`src/rtl/sub_mean.sv`:
```
// Windowed DC removal: subtracts the last completed window mean from each sample.
// Optional macro SUB_MEAN_SAT_EN saturates the difference instead of wrapping it.
module sub_mean #(
    parameter int DATA_WIDTH = 16,
    parameter int LOG2_WIN   = 6
) (
    input  logic                  clk,
    input  logic                  reset,
    input  logic                  in_valid,
    input  logic [DATA_WIDTH-1:0] audio_in,
    output logic                  out_valid,
    output logic [DATA_WIDTH-1:0] audio_out,
    output logic [DATA_WIDTH-1:0] mean_out,
    output logic                  win_done,
    output logic                  primed
);

    localparam int AW = DATA_WIDTH + LOG2_WIN;

    typedef enum logic {
        FILL,
        RUN
    } state_t;

    state_t                  state_q;
    logic signed [AW-1:0]    acc_q;
    logic signed [AW-1:0]    sum_d;
    logic [LOG2_WIN-1:0]     cnt_q;
    logic [DATA_WIDTH-1:0]   mean_q;
    logic [DATA_WIDTH-1:0]   mean_d;
    logic [DATA_WIDTH-1:0]   out_d;
    logic [DATA_WIDTH-1:0]   audio_q;
    logic                    valid_q;
    logic                    done_q;
    logic [DATA_WIDTH:0]     diff;
    logic                    last;

    always_comb begin
        sum_d  = acc_q + AW'($signed(audio_in));
        // Bits above the shift point are the floored mean; the sum cannot overflow AW.
        mean_d = sum_d[AW-1:LOG2_WIN];
        diff   = {audio_in[DATA_WIDTH-1], audio_in}
               - {mean_q[DATA_WIDTH-1], mean_q};
        last   = (cnt_q == {LOG2_WIN{1'b1}});
`ifdef SUB_MEAN_SAT_EN
        if (diff[DATA_WIDTH] != diff[DATA_WIDTH-1]) begin
            out_d = diff[DATA_WIDTH] ? {1'b1, {(DATA_WIDTH-1){1'b0}}}
                                     : {1'b0, {(DATA_WIDTH-1){1'b1}}};
        end else begin
            out_d = diff[DATA_WIDTH-1:0];
        end
`else
        out_d = diff[DATA_WIDTH-1:0];
`endif
    end

    always_ff @(posedge clk) begin
        if (!reset) begin
            state_q <= FILL;
            acc_q   <= '0;
            cnt_q   <= '0;
            mean_q  <= '0;
            audio_q <= '0;
            valid_q <= 1'b0;
            done_q  <= 1'b0;
        end else begin
            valid_q <= in_valid;
            done_q  <= 1'b0;
            if (in_valid) begin
                audio_q <= out_d;
                cnt_q   <= cnt_q + LOG2_WIN'(1);
                if (last) begin
                    acc_q   <= '0;
                    mean_q  <= mean_d;
                    done_q  <= 1'b1;
                    state_q <= RUN;
                end else begin
                    acc_q <= sum_d;
                end
            end
        end
    end

    assign out_valid = valid_q;
    assign audio_out = audio_q;
    assign mean_out  = mean_q;
    assign win_done  = done_q;
    assign primed    = (state_q == RUN);

endmodule

```
`config.mk`:
```
export PLATFORM = sky130hd
export DESIGN_NAME = sub_mean
export DESIGN_NICKNAME = d
export VERILOG_FILES = /design/src/rtl/sub_mean.sv
export SDC_FILE = /design/constraint.sdc
export NUM_CORES = 1
export LEC_CHECK = 0
export BUFFER_PORTS_ARGS = -buffer_cell sky130_fd_sc_hd__buf_2
export CORE_MARGIN = 3
export CORE_UTILIZATION = 45
export CTS_BUF_LIST = sky130_fd_sc_hd__clkbuf_8
export DETAILED_ROUTE_END_ITERATION = 16
export PLACE_DENSITY_LB_ADDON = 0.08
export SYNTH_ARGS = -nofsm -noshare
export SYNTH_HDL_FRONTEND = slang
export SYNTH_SLANG_ARGS = --single-unit
export TNS_END_PERCENT = 20
```
`constraint.sdc`:
```
create_clock -name clk -period 3.54 [get_ports clk]
set_input_delay 0.177 -clock clk [delete_from_list [all_inputs] [get_ports clk]]
set_output_delay 0.177 -clock clk [all_outputs]
set_load 0.005 [all_outputs]
```
; ---- Yosys cells after proc, flatten, opt, wreduce, memory -nomap -nowiden
; Cells that the tools add are included.
[word_totals]
regBits = 63
input_bits = 19
out_inout_bits = 35
elab_cells = 15
[op_classes]
add_sub_neg = 3
n_eq_ne = 1
muxes = 2
n_reduce_logical = 2
[op_table]
columns = operator, count
row1 = adder 22 x 16 -> 22 bit, 1
row2 = two-way mux 22 bit, 1
row3 = subtractor 16 bit, 1
row4 = adder 6 x 1 -> 6 bit (second input constant), 1
row5 = == test 6 bit (second input constant), 1
row6 = AND reduction 2 bit, 2
row7 = two-way mux 1 bit, 1

; ---- Depth between registers and ports, before layout
; Gate-level depths: netlist of the first run.
[logic_depth]
ltp_word = 2
mapped_depth = 11

; ---- Worst setup path before layout of the first run
; Ideal clock, no wire load.
[synth_path]
path_kind = register to register
from = register acc_q[0]
to = register mean_q[14] (netlist: mean_out[14])
setup_ns = 0.062
arrival_time_ns = 2.441
t_required_ns = 3.478
path_slack_ns = 1.037
path_stages_with_launch = 11
path_buffers = 0
cell_sequence = dfxtp_1 ha_1 inv_1 fa_1 nand2b_1 a211oi_2 o41ai_4 o211ai_4 a311oi_2 or4b_1 nand3_1
[synth_between]
elab_chain_len = 1
[synth_rtl]
columns = element, line
row1 = "start, declared", 26  ; logic signed [AW-1:0] acc_q;
row2 = "start signal, assigned", 78  ; acc_q <= sum_d;
row3 = adder 22 x 16 -> 22 bit, 39  ; sum_d = acc_q + AW'($signed(audio_in));
row4 = "end signal, assigned", 74  ; mean_q <= mean_d;
row5 = "end, declared", 29  ; logic [DATA_WIDTH-1:0] mean_q;
; Every way passes these cells.
; A chain may end at the register's enable or synchronous reset.

; ---- Final worst setup path of the first run
; Ends and elaborated chain as after synthesis.

==> results of run 1 <==
[cells by family (layout without fill, tap and decap cells)]
group	count (synthesis)	in the layout	share of synthesized area
muxes	5	5	0.0123
buffers and inverters	42	100	0.0387
xor gates and xnor gates	30	30	0.0645
DFF	63	63	0.310
and+or+nand+nor	185	185	0.221
adders and majority gates	39	39	0.123
AOI/OAI and AO/OA	129	129	0.231
[state kept, by name (all words and copies together) (netlist names)]
signal,count
mean_out,16
acc_q,22
primed,1
cnt_q,6
audio_out,16
win_done,1
out_valid,1
[cell type report]
| cell class | count | area, um2 |
|---|---|---|
| fill | 863 | 4080 |
| multi-input combinational | 388 | 2660 |
| sequential | 63 | 1260 |
| timing repair buffer | 59 | 310 |
| clock buffer | 11 | 151 |
| tap | 108 | 135 |
| inverter | 25 | 93.8 |
| clock inverter | 5 | 80.1 |
[metrics by stage]
step	util	area, um2	setup slack (ns)	hold WS, ns	power (W)
after floorplan	-	4070	1.04	0.417	0.00124
after global placement	0.508	4460	0.894	0.436	0.00136
after detailed placement	0.508	4460	0.820	0.443	0.00137
after CTS	0.535	4690	0.792	0.106	0.00210
after global routing	0.535	4690	0.668	0.121	0.00220
final	0.535	4690	0.786	0.114	0.00209
[synth_stat cells (2+ instances only)]
cell / count
o211ai_1: 4
fa_1: 2
a22o_1: 3
dfxtp_1: 63
o21bai_1: 2
a21o_1: 7
nand3b_1: 5
nor3_1: 10
a21boi_0: 11
o21ai_0: 22
a21boi_1: 2
nand3_1: 17
and3_1: 2
clkbuf_1: 17
xnor2_1: 19
and2_1: 10
a221oi_2: 2
inv_1: 25
nor2_1: 30
nor3b_1: 2
nor4_1: 4
o21a_1: 7
nand2_1: 65
a311oi_1: 2
xor2_1: 11
or3_1: 3
o31ai_1: 8
o211a_1: 3
a211oi_1: 4
mux2i_1: 5
o21ai_1: 11
nor2b_1: 21
a21oi_1: 24
a31oi_1: 2
nand4_1: 4
nand2b_1: 9
ha_1: 37
[worst max-delay path, delay by kind of cell, from the launching register on]
family,cells,cell delay [ns]
simple gates,3,0.84
compound gates,4,0.89
buf+inv,1,0.06
flops,1,0.33
fa+ha+maj,2,0.57
[worst min-delay path by stage]
stage,from,to,cells after the start
final,reset,mean_out[8],2
after global routing,reset,mean_out[8],2
after CTS,reset,mean_out[8],2
after detailed placement,audio_out[10],audio_out[10],2
after global placement,audio_out[13],audio_out[13],2
after floorplan,reset,out_valid,2
[power groups by stage]
stage	sequential, W	clock [W]	combinational [W]
floorplan	0.000803	0	0.000432
global placement	0.000805	0	0.000553
detailed placement	0.000807	0	0.000558
CTS	0.000791	0.000751	0.000561
global route	0.000797	0.000776	0.000631
finish	0.000791	0.000733	0.000563
[layer usage]
layer | vias up | GRT usage | share of wire | wire (um)
met4 | 0 | 0.0542 | 0.011 | 117
li1 | 1858 | - | - | -
met3 | 12 | 0.0427 | 0.059 | 601
met5 | - | 0 | 0 | 0
met1 | 1674 | 0.284 | 0.47 | 4810
met2 | 90 | 0.338 | 0.46 | 4660
==> out/summary.txt, run 1 <==
Total track usage -> 0.209
Top FF cell, synth -> dfxtp_1
Vias in the first global route -> 3473
Leak -> 2.05 nW
Clock sink total -> 63
Cts hold-fix bufs -> 0
Fmax -> 363 MHz
Worst rel slew slack -> 0.619
Worst Path Max Fanout -> 4
Logic pwr share -> 0.270
Initial antenna violation count -> 0
Reg2reg start -> acc_q[0]
Seq pwr share -> 0.379
DR iter-0 viols -> 137
Mapped Cells -> 493
Total of max-cap violations -> 0
Slowest stage delay, CP -> 0.52 ns
Initial Util -> 0.465
Dpl cells -> 643
CP Launch Type -> flip-flop
Worst EP required -> 3.82 ns
Cells on worst reg2reg path -> 10
Yosys top cell area share -> 0.310
Port Buf Inserts -> 53
Global placement routability congestion -> 0.854
Yosys warns -> 0
CTS root buf -> clkbuf_8
DRC -> 0
Chip width -> 101 um
Hold Path Class -> input pin to flip-flop
Largest net degree at the start of global routing -> 48
Dpl hpwl -> 7.59 mm
Cell taking the most area after synthesis -> dfxtp_1
Commonest non-fill, non-tap cell in the layout -> nand2_1
Status -> finished clean
H-tree Lvls -> 3
Crit share post-route -> 0.778
Syn-to-layout area delta -> 15.0%
CTS tree -> built
Max VDD drop -> 295 uV
Seq/Total Area, Yosys -> 0.310
Final wirelength -> 10.2 mm
End of the critical path -> mean_out[14]
WL/cell -> 15.5 um
Worst-Margin Slew -> 0.571 ns
CP arrival -> 3.03 ns
Die height -> 101 um
EDFF count, synth -> 0
# setup viols final -> 0
Drt first pass iters -> 4
Nets -> 604
Most frequent cells in the layout -> nand2_1, dfxtp_1, buf_2, ha_1, nor2_1
Post-CTS Setup Inserts -> 0
# IOs -> 54
Reg2Reg Setup Slack -> 0.79 ns
Crit end category -> flip-flop
Row Count -> 34
Internal -> 0.00144 W
Net Switching -> 0.000651 W
# diodes -> 0
R2r endpoint -> mean_out[14]
Synth area leaders -> dfxtp_1, ha_1, nand2_1
Post-synth ARST share -> 0
Clk buf depth -> 2
Syn Area/Cell -> 8.26 um2
Non-Filler Instances -> 659
DIE AREA -> 10200 um2
RSZ-0062 raised after global routing -> false
Worst Setup SP -> acc_q[0]
Synthesized area -> 4070 um2
Layout cells sized above 1 -> 0.158
CORE AREA -> 8760 um2
DR vias -> 3634
Sw Ratio -> 0.312
Vias per inst -> 5.51
Final hold violations -> 0
Register bit total from synthesis -> 63
Min Tclk post-route -> 2.75 ns
Reg clk slew, reported paths -> 0.08 ns
Later-pin clock latency in the skew report -> 0.34 ns
Syn nets -> 551
Setup tns final -> 0 ns
Slowest CP cell -> or4b_1
CTS buffer count -> 9
Routed Antenna Nets -> 0
Post-synthesis cell type count -> 55
Clock power frac -> 0.351
Slew Viols, Final -> 0
Clock skew -> 0.00797 ns
CP Class -> flip-flop to flip-flop
CTS resizes -> 0
PD cells -> 445 nW/um2
First-pass GRT wire length -> 16.9 mm
Cell Chain, Critical Path -> ha_1, inv_1, fa_1, nand2b_1, a211oi_2, o41ai_4, o211ai_4, a311oi_2, or4b_1, nand3_1
Total gr overflow -> 0
(Power assumes the default switching activity.)
==> inputs of run 2 (changes only) <==
- clock period: 3.54 -> 2.9 ns (I/O delays scaled with it)
==> run 2 against run 1 <==
First-iteration DRC count rose by 23%. Clock skew shrank 0.0019 ns. Cell area shrank 0.37%. Register-to-register slack got worse by 0.64 ns. Sequential power is 22% higher. Via count is 0.66% lower. Flip-flop and latch count did not move. Maximum frequency about the same. Setup slack worse by 0.64 ns. Hold slack better by 0.15 ns. Die area unchanged. Largest power group unchanged. Power grew 16%.
==> out/summary.txt, run 2 (synthesis gave the netlist of run 1 again) <==
Reg clk slew, reported paths -> 0.07 ns
Die height -> 101 um
Worst EP required -> 3.18 ns
PD cells -> 518 nW/um2
Leak -> 2.06 nW
Layout cells sized above 1 -> 0.157
Routed Antenna Nets -> 0
Seq pwr share -> 0.400
Crit share post-route -> 0.950
Top reg by flops -> acc_q
Hold Path Class -> input pin to flip-flop
RSZ-0062 raised after global routing -> false
CP Class -> flip-flop to flip-flop
Net Switching -> 0.000782 W
Most frequent cells in the layout -> nand2_1, dfxtp_1, buf_2, ha_1, nor2_1
Clk buf depth -> 2
Sw Ratio -> 0.324
CTS resizes -> 0
Worst Setup SP -> acc_q[0]
Place WS -> 0.168 ns
Worst-Margin Slew -> 0.693 ns
DRC -> 0
Number of fill cells in the layout -> 855
Final hold violations -> 0
Slew Viols, Final -> 0
Logic pwr share -> 0.285
Cts hold-fix bufs -> 0
CP arrival -> 3.04 ns
Nets -> 607
Setup tns final -> 0 ns
Vias per inst -> 5.45
Clock sink total -> 63
Max VDD drop -> 303 uV
H-tree Lvls -> 3
Drt first pass iters -> 5
# diodes -> 0
Vias in the first global route -> 3467
Status -> finished clean
Max reg flops -> 22
Total of max-cap violations -> 0
Crit end category -> flip-flop
Total gr overflow -> 0
Later-pin clock latency in the skew report -> 0.34 ns
Worst Setup Slack, final -> 0.146 ns
# setup viols final -> 0
Syn-to-layout area delta -> 14.6%
Initial Util -> 0.465
DR vias -> 3610
Row Count -> 34
Global placement routability congestion -> 0.847
# IOs -> 54
CTS root buf -> clkbuf_8
CTS tree -> built
Dpl hpwl -> 7.57 mm
Reg2reg start -> acc_q[0]
Port Buf Inserts -> 53
Commonest non-fill, non-tap cell in the layout -> nand2_1
Post-CTS Setup Inserts -> 0
Largest net degree at the start of global routing -> 50
First-pass GRT wire length -> 16.6 mm
Chip width -> 101 um
Fmax -> 363 MHz
Clock power frac -> 0.315
Total track usage -> 0.205
Final wirelength -> 10.2 mm
Min Tclk post-route -> 2.75 ns
CORE AREA -> 8760 um2
WL/cell -> 15.5 um
DR iter-0 viols -> 169
DIE AREA -> 10200 um2
CTS buffer count -> 9
Hold_sp -> audio_in[0]
Internal -> 0.00163 W
Initial antenna violation count -> 0
Clock skew -> 0.00605 ns
Worst rel slew slack -> 0.537
CP Launch Type -> flip-flop
Worst Path Max Fanout -> 4
## run 2: area by class of cell
| cell class | count | area (um2) | share of cell area |
|---|---|---|---|
| clock inverter | 6 | 53.8 | 0.0115 |
| sequential | 63 | 1260 | 0.270 |
| multi-input combinational | 388 | 2660 | 0.569 |
| timing repair buffer | 62 | 333 | 0.0713 |
| clock buffer | 10 | 138 | 0.0295 |
| tap | 108 | 135 | 0.0289 |
| inverter | 25 | 93.8 | 0.0201 |
## run 2: power groups by stage
| stage | logic [W] | registers, W | clock network [W] |
|---|---|---|---|
| 6_report | 0.000690 | 0.000966 | 0.000761 |
| 5_1_grt | 0.000774 | 0.000974 | 0.000818 |
| 4_1_cts | 0.000689 | 0.000967 | 0.000780 |
| 3_5_place_dp | 0.000685 | 0.000985 | 0 |
| 3_3_place_gp | 0.000675 | 0.000983 | 0 |
| 2_1_floorplan | 0.000528 | 0.000980 | 0 |
## run 2: critical path: stages (launching register included)
cell and delay (ns):
dfxtp_1 0.34, ha_1 0.20, inv_1 0.07, fa_1 0.38, nand2b_1 0.22, a211oi_2 0.31
o41ai_4 0.15, o211ai_4 0.25, a311oi_2 0.16, or4b_1 0.52, nand3_1 0.09
## run 2: path summary, 6_finish.rpt
| kind | cells after the start | endpoint | slack, ns |
|---|---|---|---|
| worst max register to register | 10 | mean_out[14] | 0.15 |
| worst min register to register | 2 | audio_out[15] | 0.44 |
| worst max-delay path | 10 | mean_out[14] | 0.15 |
| worst min-delay path | 5 | audio_out[0] | 0.26 |
## run 2: through the flow
step	hold slack [ns]	power (W)	utilization	std cells	area [um2]
global route	0.287	0.00257	0.533	662	4670
CTS	0.258	0.00244	0.533	662	4670
finish	0.265	0.00242	0.533	662	4670
detailed placement	0.440	0.00167	0.511	646	4480
floorplan	0.385	0.00151	-	493	4070
global placement	0.435	0.00166	0.511	646	4480
## run 2: metal layers
| metal | GRT usage | vias to the layer above | wire (um) | part of all wire |
|---|---|---|---|---|
| li1 | - | 1849 | - | - |
| met1 | 0.289 | 1664 | 5020 | 0.49 |
| met2 | 0.317 | 82 | 4530 | 0.44 |
| met3 | 0.0351 | 15 | 530 | 0.052 |
| met4 | 0.0706 | 0 | 164 | 0.016 |
| met5 | 0 | - | 0 | 0 |
==> inputs of run 3 (changes only) <==
==> constraint.sdc (replaced) <==
create_clock -name clk -period 2.9 [get_ports clk]
set_input_delay 0.29 -clock clk [delete_from_list [all_inputs] [get_ports clk]]
set_output_delay 0.29 -clock clk [all_outputs]
set_load 0.005 [all_outputs]
==> run 3 against run 2 <==
First-iteration DRC count grew 25%. Via count rose by 0.58%. Sequential share of layout area increased by 0.094 points. Combinational power barely moved. Highest routed layer unchanged.
==> out/summary.txt, run 3 (synthesis gave the netlist of run 1 again) <==
Status -> finished clean
Vias per inst -> 5.48
Setup tns final -> 0 ns
# diodes -> 0
Vias in the first global route -> 3314
Clk buf depth -> 2
CTS resizes -> 0
WHS -> 0.381 ns
Later-pin clock latency in the skew report -> 0.34 ns
DIE AREA -> 10200 um2
Clock sink total -> 63
Final hold violations -> 0
Final Core Density -> 0.531
CP Launch Type -> flip-flop
Initial Util -> 0.465
Routed Antenna Nets -> 0
Crit end category -> flip-flop
First-pass GRT wire length -> 16.7 mm
Drt first pass iters -> 4
CTS root buf -> clkbuf_8
# setup viols final -> 0
Worst-Margin Slew -> 0.667 ns
CORE AREA -> 8760 um2
Slowest CP cell -> or4b_1
Min Tclk post-route -> 2.74 ns
Total of max-cap violations -> 0
Hold Path Class -> input pin to flip-flop
Number of fill cells in the layout -> 857
Crit share post-route -> 0.944
Reg2Reg Setup Slack -> 0.16 ns
# IOs -> 54
Final wirelength -> 10.3 mm
CP Class -> flip-flop to flip-flop
Commonest non-fill, non-tap cell in the layout -> nand2_1
Max reg flops -> 22
Slew Viols, Final -> 0
Total gr overflow -> 0
Cell Chain, Critical Path -> ha_1, inv_1, fa_1, nand2b_1, a211oi_2, o41ai_4, o211ai_4, a311oi_2, or4b_1, nand3_1
Initial antenna violation count -> 0
Worst rel slew slack -> 0.554
CTS buffer count -> 9
Placed cell area -> 4480 um2
CP delay by family, top -> compound AO/OA/AOI/OAI gates
H-tree Lvls -> 3
Fmax -> 365 MHz
Cts hold-fix bufs -> 0
Syn-to-layout area delta -> 14.2%
Row Count -> 34
Total track usage -> 0.207
Dpl hpwl -> 7.75 mm
RSZ-0062 raised after global routing -> false
Leak -> 2.05 nW
DRC -> 0
Port Buf Inserts -> 53
Worst EP required -> 3.18 ns
Worst Path Max Fanout -> 4
Reg2reg start -> acc_q[0]
Final instance area -> 4650 um2
DR iter-0 viols -> 212
Chip width -> 101 um
Most frequent cells in the layout -> nand2_1, dfxtp_1, buf_2, ha_1, nor2_1
Reg clk slew, reported paths -> 0.07 ns
Largest net degree at the start of global routing -> 50
Worst Path Buf+Inv -> 1
Clock skew -> 0.0112 ns
Max VDD drop -> 260 uV
CP arrival -> 3.02 ns
CTS tree -> built
Hold_sp -> in_valid
WL/cell -> 15.6 um
Nets -> 607
Slowest stage delay, CP -> 0.53 ns
DR vias -> 3631
Post-CTS Setup Inserts -> 0
Die height -> 101 um
Layout cells sized above 1 -> 0.161
Global placement routability congestion -> 0.864
Top reg by flops -> acc_q
PD cells -> 506 nW/um2
Worst Setup SP -> acc_q[0]
## run 3: cell count changes in the layout (fill, tap and decap cells not counted), sizes merged
cell / before / now
bufinv: 1 / 0
clkbuf: 10 / 11
clkinv: 1 / 4
clkinvlp: 1 / 0
inv: 28 / 26
## run 3: power breakdown
group / leakage [nW] / internal, W / total (W) / switching, W
logic: 1.44 / 0.000294 / 0.000691 / 0.000397
clock network: 0.100 / 0.000348 / 0.000694 / 0.000346
registers: 0.516 / 0.000931 / 0.000968 / 0.0000371
## run 3: path summary, 6_finish.rpt
check                   to  cells after the start
max           mean_out[14]                     10
min               cnt_q[1]                      3
max reg2reg   mean_out[14]                     10
min reg2reg  audio_out[15]                      2
## run 3: area by class of cell
type	count	area, um2	share of cell area
tap	108	135	0.0290
inverter	25	93.8	0.0202
clock inverter	5	23.8	0.00511
clock buffer	11	151	0.0325
timing repair buffer	62	333	0.0715
multi-input combinational	388	2660	0.571
sequential	63	1260	0.271
## run 3: tightest hold or removal path: cells and delay by family
| kind | cells | cell delay, ns |
|---|---|---|
| buf+inv | 1 | 0.19 |
| mux | 1 | 0.10 |
| simple gates | 1 | 0.10 |
## run 3: through the flow
| stage | cells | power [W] | setup WS [ns] |
|---|---|---|---|
| after floorplan | 493 | 0.00151 | 0.397 |
| after CTS | 662 | 0.00237 | 0.156 |
| final | 662 | 0.00235 | 0.161 |
| after global routing | 662 | 0.00250 | 0.0168 |
| after detailed placement | 646 | 0.00167 | 0.128 |
| after global placement | 646 | 0.00166 | 0.180 |
## run 3: layer usage
| metal | up-vias | track usage | routed length, um |
|---|---|---|---|
| met3 | 10 | 0.0310 | 482 |
| met5 | - | 0 | 0 |
| met4 | 0 | 0.0644 | 115 |
| li1 | 1857 | - | - |
| met1 | 1689 | 0.302 | 5210 |
| met2 | 75 | 0.313 | 4530 |
